### config.mk
export PLATFORM = sky130hd
export DESIGN_NAME = fft_result_reader
export DESIGN_NICKNAME = d
export VERILOG_FILES = /design/src/rtl/fft_result_reader.sv
export SDC_FILE = /design/constraint.sdc
export NUM_CORES = 1
export LEC_CHECK = 0
export BUFFER_PORTS_ARGS = -buffer_cell sky130_fd_sc_hd__buf_2
export CORE_MARGIN = 5
export CORE_UTILIZATION = 58
export DETAILED_ROUTE_END_ITERATION = 8
export PLACE_DENSITY_LB_ADDON = 0.05
export SYNTH_ARGS = -nofsm -noshare
export SYNTH_HDL_FRONTEND = slang
export SYNTH_SLANG_ARGS = --single-unit
### constraint.sdc
create_clock -name CLK -period 4.47 [get_ports CLK]
set_input_delay 0.2235 -clock CLK [delete_from_list [all_inputs] [get_ports CLK]]
set_output_delay 0.2235 -clock CLK [all_outputs]
set_load 0.005 [all_outputs]
### src/rtl/fft_result_reader.sv
// Reads the FFT result RAM in natural bin order once FFT_FINISH pulses and streams
// each bin over a valid/ready interface through a 2-entry skid FIFO.
module fft_result_reader #(
    parameter int N_POINTS    = 8,
    parameter int DATA_W      = 16,
    parameter int ADDR_W      = $clog2(N_POINTS),
    parameter int BIT_REVERSE = 1
) (
    input  logic                     CLK,
    input  logic                     nRESET,
    input  logic                     FFT_FINISH,
    output logic                     rd_en,
    output logic [ADDR_W-1:0]        rd_addr,
    input  logic signed [DATA_W-1:0] rd_real,
    input  logic signed [DATA_W-1:0] rd_imag,
    output logic                     out_valid,
    input  logic                     out_ready,
    output logic signed [DATA_W-1:0] out_real,
    output logic signed [DATA_W-1:0] out_imag,
    output logic [ADDR_W-1:0]        out_index,
    output logic                     out_last,
    output logic                     busy,
    output logic                     overrun
);

    typedef enum logic [1:0] {S_IDLE, S_READ, S_DRAIN} state_t;

    localparam logic [ADDR_W-1:0] LAST_IDX = ADDR_W'(N_POINTS - 1);

    state_t                     r_state;
    state_t                     w_state_nxt;
    logic [ADDR_W-1:0]          r_rd_idx;
    logic                       r_vld_p1;
    logic [ADDR_W-1:0]          r_idx_p1;
    logic signed [DATA_W-1:0]   r_fifo_re  [2];
    logic signed [DATA_W-1:0]   r_fifo_im  [2];
    logic [ADDR_W-1:0]          r_fifo_idx [2];
    logic                       r_wr_ptr;
    logic                       r_rd_ptr;
    logic [1:0]                 r_count;
    logic                       r_overrun;

    logic                       w_pop;
    logic                       w_last_xfer;
    logic [1:0]                 w_occ;

    function automatic logic [ADDR_W-1:0] bitrev(input logic [ADDR_W-1:0] a);
        for (int i = 0; i < ADDR_W; i++) begin
            bitrev[i] = a[ADDR_W-1-i];
        end
    endfunction

    assign out_valid   = (r_count != 2'd0);
    assign out_real    = r_fifo_re[r_rd_ptr];
    assign out_imag    = r_fifo_im[r_rd_ptr];
    assign out_index   = r_fifo_idx[r_rd_ptr];
    assign out_last    = out_valid && (out_index == LAST_IDX);
    assign w_pop       = out_valid && out_ready;
    assign w_last_xfer = w_pop && out_last;

    // Occupancy credits the entry leaving this cycle, so a steady ready stream
    // can issue one read per cycle while never holding more than two bins.
    assign w_occ   = r_count - {1'b0, w_pop} + {1'b0, r_vld_p1};
    assign rd_en   = (r_state == S_READ) && (w_occ < 2'd2);
    assign rd_addr = (BIT_REVERSE != 0) ? bitrev(r_rd_idx) : r_rd_idx;
    assign busy    = (r_state != S_IDLE);
    assign overrun = r_overrun;

    always_comb begin
        w_state_nxt = r_state;
        case (r_state)
            S_IDLE:  if (FFT_FINISH) w_state_nxt = S_READ;
            S_READ:  if (rd_en && (r_rd_idx == LAST_IDX)) w_state_nxt = S_DRAIN;
            S_DRAIN: if (w_last_xfer) w_state_nxt = S_IDLE;
            default: w_state_nxt = S_IDLE;
        endcase
    end

    // p0: read issue; p1: RAM data returns and is pushed into the FIFO
    always_ff @(posedge CLK or negedge nRESET) begin
        if (!nRESET) begin
            r_state   <= S_IDLE;
            r_rd_idx  <= '0;
            r_vld_p1  <= 1'b0;
            r_idx_p1  <= '0;
            r_wr_ptr  <= 1'b0;
            r_rd_ptr  <= 1'b0;
            r_count   <= 2'd0;
            r_overrun <= 1'b0;
            for (int i = 0; i < 2; i++) begin
                r_fifo_re[i]  <= '0;
                r_fifo_im[i]  <= '0;
                r_fifo_idx[i] <= '0;
            end
        end else begin
            r_state <= w_state_nxt;
            if ((r_state == S_IDLE) && FFT_FINISH) begin
                r_rd_idx <= '0;
            end else if (rd_en) begin
                r_rd_idx <= r_rd_idx + 1'b1;
            end
            r_vld_p1 <= rd_en;
            r_idx_p1 <= r_rd_idx;
            if (r_vld_p1) begin
                r_fifo_re[r_wr_ptr]  <= rd_real;
                r_fifo_im[r_wr_ptr]  <= rd_imag;
                r_fifo_idx[r_wr_ptr] <= r_idx_p1;
                r_wr_ptr             <= ~r_wr_ptr;
            end
            if (w_pop) begin
                r_rd_ptr <= ~r_rd_ptr;
            end
            r_count <= r_count + {1'b0, r_vld_p1} - {1'b0, w_pop};
            if (FFT_FINISH && (r_state != S_IDLE)) begin
                r_overrun <= 1'b1;
            end
        end
    end

endmodule
==> metrics.md, run 1 <==
| Metric | Value |
|---|---|
| Outcome | finished clean |
| Clock Latency Late Sink | between 0.3 and 0.4 ns |
| LEAKAGE | 0.00196 uW |
| RSZ-0062 raised after global routing | no |
| Worst path required time | about 4.3 ns |
| Ports | 79 |
| CP endpoint kind | output port |
| ANT cells | 0 |
| Layout cells sized above 1 | 0.625 |
| Synth Warn # | 0 |
| Final Hold Viols | 0 |
| CP cell instances | and4b_1 -> a41oi_1 -> nor2_1 -> buf_2 |
| Transition time of the tightest slew-check pin | slightly above 1 ns |
| Total gr overflow | 0 |
| Core Box Area | between 0.006 and 0.007 mm2 |
| Initial Utilization | 0.589 |
| PortBufs | 78 |
| CP max stage delay | a little under 1 ns |
| Total Nets Final | roughly 360 |
| Post-CTS Setup Bufs | 0 |
| H-tree levels | 3 |
| Crit Path Max Fanout | 38 |
| Vias | approximately 2200 |
| Period minus WS final | ~2.3 ns |
| Row count | 29 |
| DRC Markers | 0 |
| Relative slew slack | 0.315 |
| Vias in the first global route | around 2300 |
| Final worst-path setup slack | 2.19 ns |
| Max Freq | about 0.44 GHz |
| Global-route wire length before repair | 10.8 mm |
| Most common cell after layout, fill and taps aside | mux2_2 |
| Initial antenna violation count | 0 |
| Die ar. | approximately 0.008 mm2 |
| Detail Placement HPWL | 4.38 mm |
| Post-Syn Area | roughly 0.0037 mm2 |
| Crit path kind | reg2out |
| CTS clk-pin slew, worst paths | 0.08 ns |
| Via density | 5.38 |
| Die H | 89.6 um |
| Yosys cell types | 29 |
| Antenna Violating Nets Remaining | 0 |
| Commonest cells after routing, fill and taps aside | mux2_2, dfrtp_1, buf_2 |
| Clk_skew | 0.00966 ns |
| Syn_nets | approximately 280 |
| Clock sink total | 84 |
| Max-cap violations | 0 |
| Tot GR Track Use | 0.178 |
| Fin. max-slew vios | 0 |
| Tcrit/Tclk final | 0.510 |
| Syn avg cell area | 15.2 um2 |
| First-pass DRT Iterations | 4 |
| Area Overhead vs Synth | 17.0% |
| GP Congestion | 0.775 |
| Seq cells post-synth | between 80 and 90 |
| Critical path launch point type | flop |
| Max VDD drop | ~450 uV |
| Routed wire length per instance | around 16 um |
| Longest Clk Path Bufs | 2 |
| CTS Buf Count | 9 |
| Crit path arrival time | between 2 and 2.5 ns |
| Pre-CTS WS | ~2.6 ns |
| Post-synthesis sequential area ratio | 0.572 |
| Crit-path slowest cell | dfrtp_2 |
| Die X | around 90 um |
| Setup Viol. Count Final | 0 |
| Gate Count Post-Synth | between 200 and 250 |
| Final WL | around 6.6 mm |
| Min-Delay Path Class | in2async |
| PwrDens | about 800 mW/mm2 |
| CTS hold repair buffers | 0 |
| Root Buffer | clkbuf_8 |
| Setup TNS | 0 ns |
| CTS tree | built |
| Post-cts resize count | 0 |
| Iter 0 DRT Violations | 37 |
| Pin count of the biggest net entering global routing | between 80 and 90 |
-- sequential cells by signal, summed over array words and instances (netlist names) --
signal      flops
r_fifo_re      32
r_vld_p1        1
r_fifo_idx      6
r_count         2
r_idx_p1        3
r_wr_ptr        1
r_state         2
overrun         1
r_fifo_im      32
r_rd_ptr        1
r_rd_idx        3
-- final timing paths --
check | startpoint | end | slack (ns) | depth (start not counted)
min | nRESET | r_fifo_re[8] | 0.05 | 1
max | r_rd_ptr | out_last | 2.19 | 4
min in group CLK | FFT_FINISH | overrun | 0.11 | 2
max in group asynchronous | nRESET | r_rd_ptr | 3.71 | 1
min reg2reg | overrun | overrun | 0.46 | 1
max reg2reg | r_rd_ptr | r_state[1] | 2.62 | 4
-- synth_stat cells --
cell / count / area share
mux2_2: 102 / 0.31
a31oi_4: 1 / 0.0058
o21ai_0: 3 / 0.0041
nor2b_1: 3 / 0.0051
inv_1: 8 / 0.0082
o21ai_1: 1 / 0.0014
buf_2: 7 / 0.0095
a41oi_1: 1 / 0.0024
o221ai_2: 2 / 0.0082
xnor2_1: 1 / 0.0024
nand4b_2: 1 / 0.0041
mux2i_1: 1 / 0.0027
or2_2: 1 / 0.0017
nor2b_4: 1 / 0.0037
buf_6: 3 / 0.0092
buf_4: 1 / 0.0020
nand2_2: 1 / 0.0017
or3_4: 1 / 0.0031
ha_1: 3 / 0.010
a21o_2: 1 / 0.0024
and2_4: 1 / 0.0024
mux2_1: 3 / 0.0092
dfrtp_1: 84 / 0.57
a21o_1: 1 / 0.0020
xor2_1: 1 / 0.0024
nand2_1: 5 / 0.0051
and4b_1: 1 / 0.0027
o21bai_1: 1 / 0.0020
nor2_1: 2 / 0.0020
-- stage by stage --
step	std cells	total power (uW)	instance area, um2	hold slack, ns	util
finish	402	3440	4300	0.0523	0.689
global route	402	3700	4300	0.108	0.689
CTS	402	3500	4300	0.0969	0.689
detailed placement	386	2930	4100	0.439	0.657
global placement	386	2870	4100	0.434	0.657
floorplan	242	2450	3680	-0.0721	-
-- final cells by class --
cell class              instances  area (um2)
clock buffers                  14         143
clock inverters                 2        60.1
fillers                       463        1940
inverters                       8        30.0
multi-input cells             139        1480
flip-flops and latches         84        2100
well taps                      77        96.3
repair buffers                 78         393
-- metal layers --
metal	up-vias	global-route usage	wire length [um]
li1	1013	-	-
met1	1087	0.227	2880
met2	49	0.285	3210
met3	13	0.0429	357
met4	0	0.0893	164
met5	-	0	0
-- critical path, delay by kind of cell, from the launching register on --
kind | cells | cell delay [ns]
AO/OA/AOI/OAI | 1 | 0.27
buffers and inverters | 1 | 0.13
AND/OR/NAND/NOR | 2 | 0.35
flip-flops | 1 | 0.97
-- power breakdown --
group          switching [uW]  internal [uW]
logic                     546            910
registers                 276           1150
clock network             248            317
-- cell families (layout without fill, tap and decap cells) --
family          after synthesis  after routing  synth area share
simple gates                 17             17            0.0317
compound gates               11             11            0.0283
xor+xnor                      2              2           0.00477
mux                         106            106             0.324
fa+ha+maj                     3              3            0.0102
buf+inv                      19            102            0.0289
flops                        84             84             0.572
(Power assumes the default switching activity.)
==> inputs of run 2 (changes only) <==
ABC_AREA = 1   (was default)
CORE_UTILIZATION = 54   (was 58)
clock period = 2.25 ns   (was 4.47 ns; I/O delays follow)
==> run 2 against run 1 <==
  * Power rose by 96%
  * Clock skew fell by 0.0048 ns
  * Final cell count is 58% higher
  * Core utilization shrank 1.4 points
  * Worst hold slack worse by 0.030 ns
  * Highest routed layer unchanged
==> metrics.md, run 2 <==
| Metric | Value |
|---|---|
| Die ar. | roughly 0.009 mm2 |
| Relative slew slack | 0.660 |
| Vias in the first global route | between 2000 and 3000 |
| Iter 0 DRT Violations | between 100 and 150 |
| Area share of the largest cell type after synthesis | 0.554 |
| CTS Buf Count | 9 |
| Main synth FF type | dfrtp_1 |
| DRC Markers | 0 |
| Worst flop-to-flop path startpoint | r_rd_ptr |
| Most common cell after layout, fill and taps aside | nand2_1 |
| Layout cells sized above 1 | 0.253 |
| Min-Delay Path Class | in2reg |
| Crit path arrival time | roughly 1.9 ns |
| Clock Latency Late Sink | 0.35 ns |
| Flop2flop setup slack | approximately 0.72 ns |
| Initial antenna violation count | 0 |
| Area Overhead vs Synth | 21.6% |
| Setup TNS | 0 ns |
| Crit path kind | reg2out |
| Outcome | finished clean |
| First-pass DRT Iterations | 4 |
| Final worst-path setup slack | between 0.2 and 0.3 ns |
| Synth Warn # | 0 |
| Tot GR Track Use | 0.191 |
| Total Nets Final | between 500 and 600 |
| Routed wire length per instance | about 12 um |
| Buffers & Inverters on Critical Path | 4 |
| Seq cells post-synth | 84 |
| Syn avg cell area | roughly 8.5 um2 |
| Die X | around 94 um |
| Die H | around 94 um |
| Post-cts resize count | 0 |
| CP cell instances | clkinv_1 -> buf_4 -> o21ai_0 -> inv_1 -> nand2_1 -> nor2_1 -> buf_2 |
| Longest Clk Path Bufs | 2 |
| Most frequent cells after synthesis | nand2_1, dfrtp_1, inv_1 |
| Antenna Violating Nets Remaining | 0 |
| Total gr overflow | 0 |
| Synth area leaders | dfrtp_1, nand2_1, o21ai_2, o21ai_0, inv_1 |
| Top flop regs | r_fifo_im (32), r_fifo_re (32), r_fifo_idx (6) |
| Hold depth | 3 |
| Fin. max-slew vios | 0 |
| Tcrit/Tclk final | 0.885 |
| Reg2reg end | r_state[1] |
| CTS hold repair buffers | 16 |
| GP Congestion | ~0.75 |
| Hold Startpoint | rd_real[13] |
| RSZ-0062 raised after global routing | no |
| Period minus WS final | roughly 2 ns |
| Root Buffer | clkbuf_8 |
| CP endpoint kind | output port |
| CP max stage delay | 0.58 ns |
| Via density | ~4.7 |
| Biggest area consumer among synthesized cells | dfrtp_1 |
| Pin count of the biggest net entering global routing | 52 |
| PortBufs | 78 |
| Transition time of the tightest slew-check pin | around 0.51 ns |
| Crit Path Max Fanout | 18 |
| Post-Syn Area | between 0.003 and 0.004 mm2 |
| Row count | 30 |
| Asr flop ratio synth | 1.00 |
| Final Hold Viols | 0 |
| PwrDens | between 1000 and 1500 mW/mm2 |
| Max VDD drop | approximately 670 uV |
| R2r worst-path depth | 8 |
| Core Box Area | just under 0.007 mm2 |
| Max Freq | between 0.5 and 0.6 GHz |
| Hold Crit Endpoint | r_fifo_re[29] |
| Final WL | just under 8 mm |
| Clock sink total | between 80 and 90 |
| CTS clk-pin slew, worst paths | about 0.080 ns |
| Pre-CTS WS | between 0.6 and 0.7 ns |
| Most common cell in the netlist | nand2_1 |
| CP top delay family | buffers and inverters |
| Clk_skew | between 0.004 and 0.005 ns |
| Max-cap violations | 0 |
| Yosys cell types | 17 |
| Final total power | 6760 uW |
| H-tree levels | 3 |
| Detail Placement HPWL | about 5 mm |
| Commonest cells after routing, fill and taps aside | nand2_1, dfrtp_1, buf_2 |
| Gate Count Post-Synth | 444 |
| Ports | 79 |
| Post-synthesis sequential area ratio | 0.554 |
| Post-synth EDFFs | 0 |
| Vias | between 3000 and 4000 |
| Global-route wire length before repair | approximately 13 mm |
| ANT cells | 0 |
| Setup Viol. Count Final | 0 |
| Worst path required time | around 2.1 ns |
| Crit-path slowest cell | dfrtp_1 |
| CTS tree | built |
| Syn_nets | between 400 and 500 |
| Initial Utilization | 0.555 |
| Post-CTS Setup Bufs | 0 |
| LEAKAGE | ~0.0025 uW |
| Critical path launch point type | flop |
==> run 2: how the worst max path moves through the flow <==
| stage | from | to | slack, ns | depth (start not counted) |
|---|---|---|---|---|
| after floorplan | r_count[1] | r_state[0] | 0.95 | 9 |
| after global placement | r_rd_ptr | out_last | 0.69 | 7 |
| after detailed placement | r_rd_ptr | out_last | 0.65 | 7 |
| after CTS | r_rd_ptr | out_last | 0.23 | 7 |
| after global routing | r_rd_ptr | out_last | 0.08 | 7 |
| final | r_rd_ptr | out_last | 0.26 | 7 |
==> run 2: worst reg2reg max path: cells and delay by family, from the launching register on <==
family | cells | cell delay (ns)
flip-flops | 1 | 0.58
AO/OA/AOI/OAI | 1 | 0.10
buffers and inverters | 2 | 0.40
AND/OR/NAND/NOR | 5 | 0.36
==> run 2: stage by stage <==
step / hold slack, ns / std cells / cell area [um2] / util
6_report: 0.0219 / 634 / 4610 / 0.675
5_1_grt: 0.00953 / 634 / 4610 / 0.675
3_5_place_dp: 0.125 / 602 / 4250 / 0.622
2_1_floorplan: -0.183 / 444 / 3790 / -
3_3_place_gp: 0.121 / 602 / 4250 / 0.622
4_1_cts: 0.000271 / 634 / 4610 / 0.675
==> run 2: power breakdown <==
| group | switching (uW) | total (uW) | internal (uW) |
|---|---|---|---|
| clock network | 515 | 1090 | 570 |
| registers | 410 | 2650 | 2240 |
| logic | 1790 | 3020 | 1230 |
| total | 2720 | 6760 | 4040 |
==> run 2: cell families (layout without fill, tap and decap cells) <==
kind of cell | count (synthesis) | after routing | synth area share
DFF | 84 | 84 | 0.554
and+or+nand+nor | 206 | 206 | 0.209
xor gates and xnor gates | 1 | 1 | 0.00231
adders and majority gates | 3 | 3 | 0.00989
AOI/OAI and AO/OA | 76 | 76 | 0.136
buffers and inverters | 74 | 168 | 0.0894
==> run 2: per-layer routing <==
metal	wire, um	global-route usage	vias to the layer above
li1	-	-	1544
met1	3570	0.246	1390
met2	3810	0.313	66
met3	384	0.0465	6
met4	60	0.0722	0
met5	0	0	-
==> run 2: final cells by class <==
cell class / instances / area, um2
flip-flops and latches: 84 / 2100
repair buffers: 100 / 636
clock inverters: 4 / 47.5
well taps: 96 / 120
clock buffers: 12 / 155
fillers: 599 / 2220
inverters: 52 / 195
multi-input cells: 286 / 1360
==> inputs of run 3 (changes only) <==
PLACE_DENSITY_LB_ADDON = 0.3   (was 0.05)
SLEW_MARGIN = 20   (was default)
==> run 3 against run 2 <==
  * Clock skew grew 0.00073 ns
  * Clock-buffer cell count stayed put
  * Clock power about the same
  * Setup slack better by 0.038 ns
  * Combinational power hardly changed
  * Routed wire length is 0.31% higher
  * Die area unchanged
  * Critical path depth grew 2
  * Flip-flop and latch count did not move
  * Sequential power about the same
  * Critical endpoint is now rd_en
  * Largest power group unchanged
==> metrics.md, run 3 (same netlist as run 2, synthesis figures left out) <==
| Metric | Value |
|---|---|
| Outcome | finished clean |
| Gate power share | 0.447 |
| Relative slew slack | 0.534 |
| Clock Latency Late Sink | approximately 0.34 ns |
| Commonest cells after routing, fill and taps aside | nand2_1, dfrtp_1, buf_2 |
| Area Overhead vs Synth | 18.2% |
| Longest Clk Path Bufs | 2 |
| RSZ-0062 raised after global routing | no |
| Worst path required time | 2.14 ns |
| WHS | between 0.01 and 0.015 ns |
| PwrDens | between 1500 and 2000 mW/mm2 |
| Max-cap violations | 0 |
| Critical path launch point type | flop |
| ANT cells | 0 |
| Hold Crit Endpoint | r_fifo_im[17] |
| Hold Startpoint | rd_imag[1] |
| Clk_skew | around 0.0056 ns |
| CTS clk-pin slew, worst paths | roughly 0.080 ns |
| Layout cells sized above 1 | 0.266 |
| Setup Viol. Count Final | 0 |
| Reg power frac | 0.394 |
| Placed Instance Area | around 0.0043 mm2 |
| CP endpoint kind | output port |
| P_sw | between 2000 and 3000 uW |
| Clock power frac | 0.160 |
| Crit Path Max Fanout | 4 |
| Internal power | about 4000 uW |
| R2r worst-path depth | 9 |
| DRC Markers | 0 |
| Period minus WS final | just under 2 ns |
| Row count | 30 |
| Reg2reg end | r_state[0] |
| Total Nets Final | about 560 |
| PortBufs | 78 |
| GP Congestion | between 0.7 and 0.8 |
| Crit path kind | reg2out |
| Ports | 79 |
| Most common cell after layout, fill and taps aside | nand2_1 |
| Max VDD drop | roughly 630 uV |
| Final Instance Area | around 0.0045 mm2 |
| Die X | approximately 94 um |
| CTS tree | built |
| Global-route wire length before repair | ~14 mm |
| Root Buffer | clkbuf_8 |
| Worst flop-to-flop path startpoint | r_count[1] |
| Initial antenna violation count | 0 |
| Min-Delay Path Class | in2reg |
| Tot GR Track Use | 0.196 |
| Filler cells | about 620 |
| Switching share of power | 0.404 |
| Pin count of the biggest net entering global routing | 47 |
| Routed wire length per instance | 12.6 um |
| Setup TNS | 0 ns |
| Antenna Violating Nets Remaining | 0 |
| Flop2flop setup slack | 0.71 ns |
| Fin. max-slew vios | 0 |
| Die H | about 94 um |
| CTS Buf Count | 9 |
| Vias | approximately 3000 |
| Max Freq | 0.512 GHz |
| Initial Utilization | 0.555 |
| Core Box Area | 0.00683 mm2 |
| Transition time of the tightest slew-check pin | approximately 0.70 ns |
| Tcrit/Tclk final | 0.869 |
| Clock sink total | between 80 and 90 |
| Final WL | 7.85 mm |
| Crit path arrival time | around 1.8 ns |
| Vias in the first global route | about 2900 |
| Top flop regs | r_fifo_im (32), r_fifo_re (32), r_fifo_idx (6) |
| H-tree levels | 3 |
| First-pass DRT Iterations | 4 |
| Detail Placement HPWL | approximately 5.4 mm |
| Via density | roughly 4.8 |
| Total gr overflow | 0 |
| LEAKAGE | about 0.0025 uW |
| Final total power | 6780 uW |
| Die ar. | a little under 0.009 mm2 |
| Hold depth | 3 |
| Iter 0 DRT Violations | ~170 |
| Final Hold Viols | 0 |
## run 3: layout make-up
type | instances | area [um2] | share of cell area
flip-flops and latches | 84 | 2100 | 0.469
multi-input cells | 286 | 1360 | 0.303
repair buffers | 89 | 505 | 0.113
inverters | 52 | 195 | 0.0435
clock buffers | 12 | 155 | 0.0346
well taps | 96 | 120 | 0.0268
clock inverters | 4 | 47.5 | 0.0106
## run 3: how the worst max path moves through the flow
| stage | startpoint | depth (start not counted) | endpoint |
|---|---|---|---|
| 2_1_floorplan | r_count[1] | 9 | r_state[0] |
| 3_3_place_gp | r_rd_ptr | 7 | out_last |
| 3_5_place_dp | r_rd_ptr | 7 | out_last |
| 4_1_cts | r_rd_ptr | 7 | out_last |
| 5_1_grt | r_count[0] | 9 | rd_en |
| 6_report | r_count[0] | 9 | rd_en |
## run 3: timing repair
item / in CTS / in global routing
setup endpoints to repair: 0 / 1
hold buffers: 2 / 0
setup buffers: 0 / 0
resized for setup: 0 / 1
hold endpoints to repair: 39 / 0
## run 3: stage by stage
step	setup WS (ns)	util	cells
finish	0.296	0.657	623
detailed placement	0.548	0.624	605
floorplan	0.950	-	444
global placement	0.579	0.624	605
CTS	0.157	0.656	623
global route	0.0717	0.657	623
## run 3: metal layers
metal	GRT usage	wire [um]	part of all wire
met2	0.320	3830	0.49
met4	0.0806	134	0.017
met5	0	0	0
met1	0.259	3520	0.45
met3	0.0361	371	0.047
## run 3: power by group through the flow
stage          sequential (uW)  clock (uW)  combinational [uW]
2_1_floorplan             2560           0                2160
3_3_place_gp              2650           0                2980
3_5_place_dp              2680           0                3080
4_1_cts                   2660        1110                3100
5_1_grt                   2760        1180                3500
6_report                  2670        1080                3030
## run 3: critical path, cell delays in order (launching register included)
cell	delay, ns
dfrtp_1	0.40
inv_1	0.08
nand3_1	0.11
o21ai_0	0.13
ha_1	0.24
inv_1	0.07
nand3_1	0.08
nand3_1	0.15
inv_1	0.13
buf_2	0.12
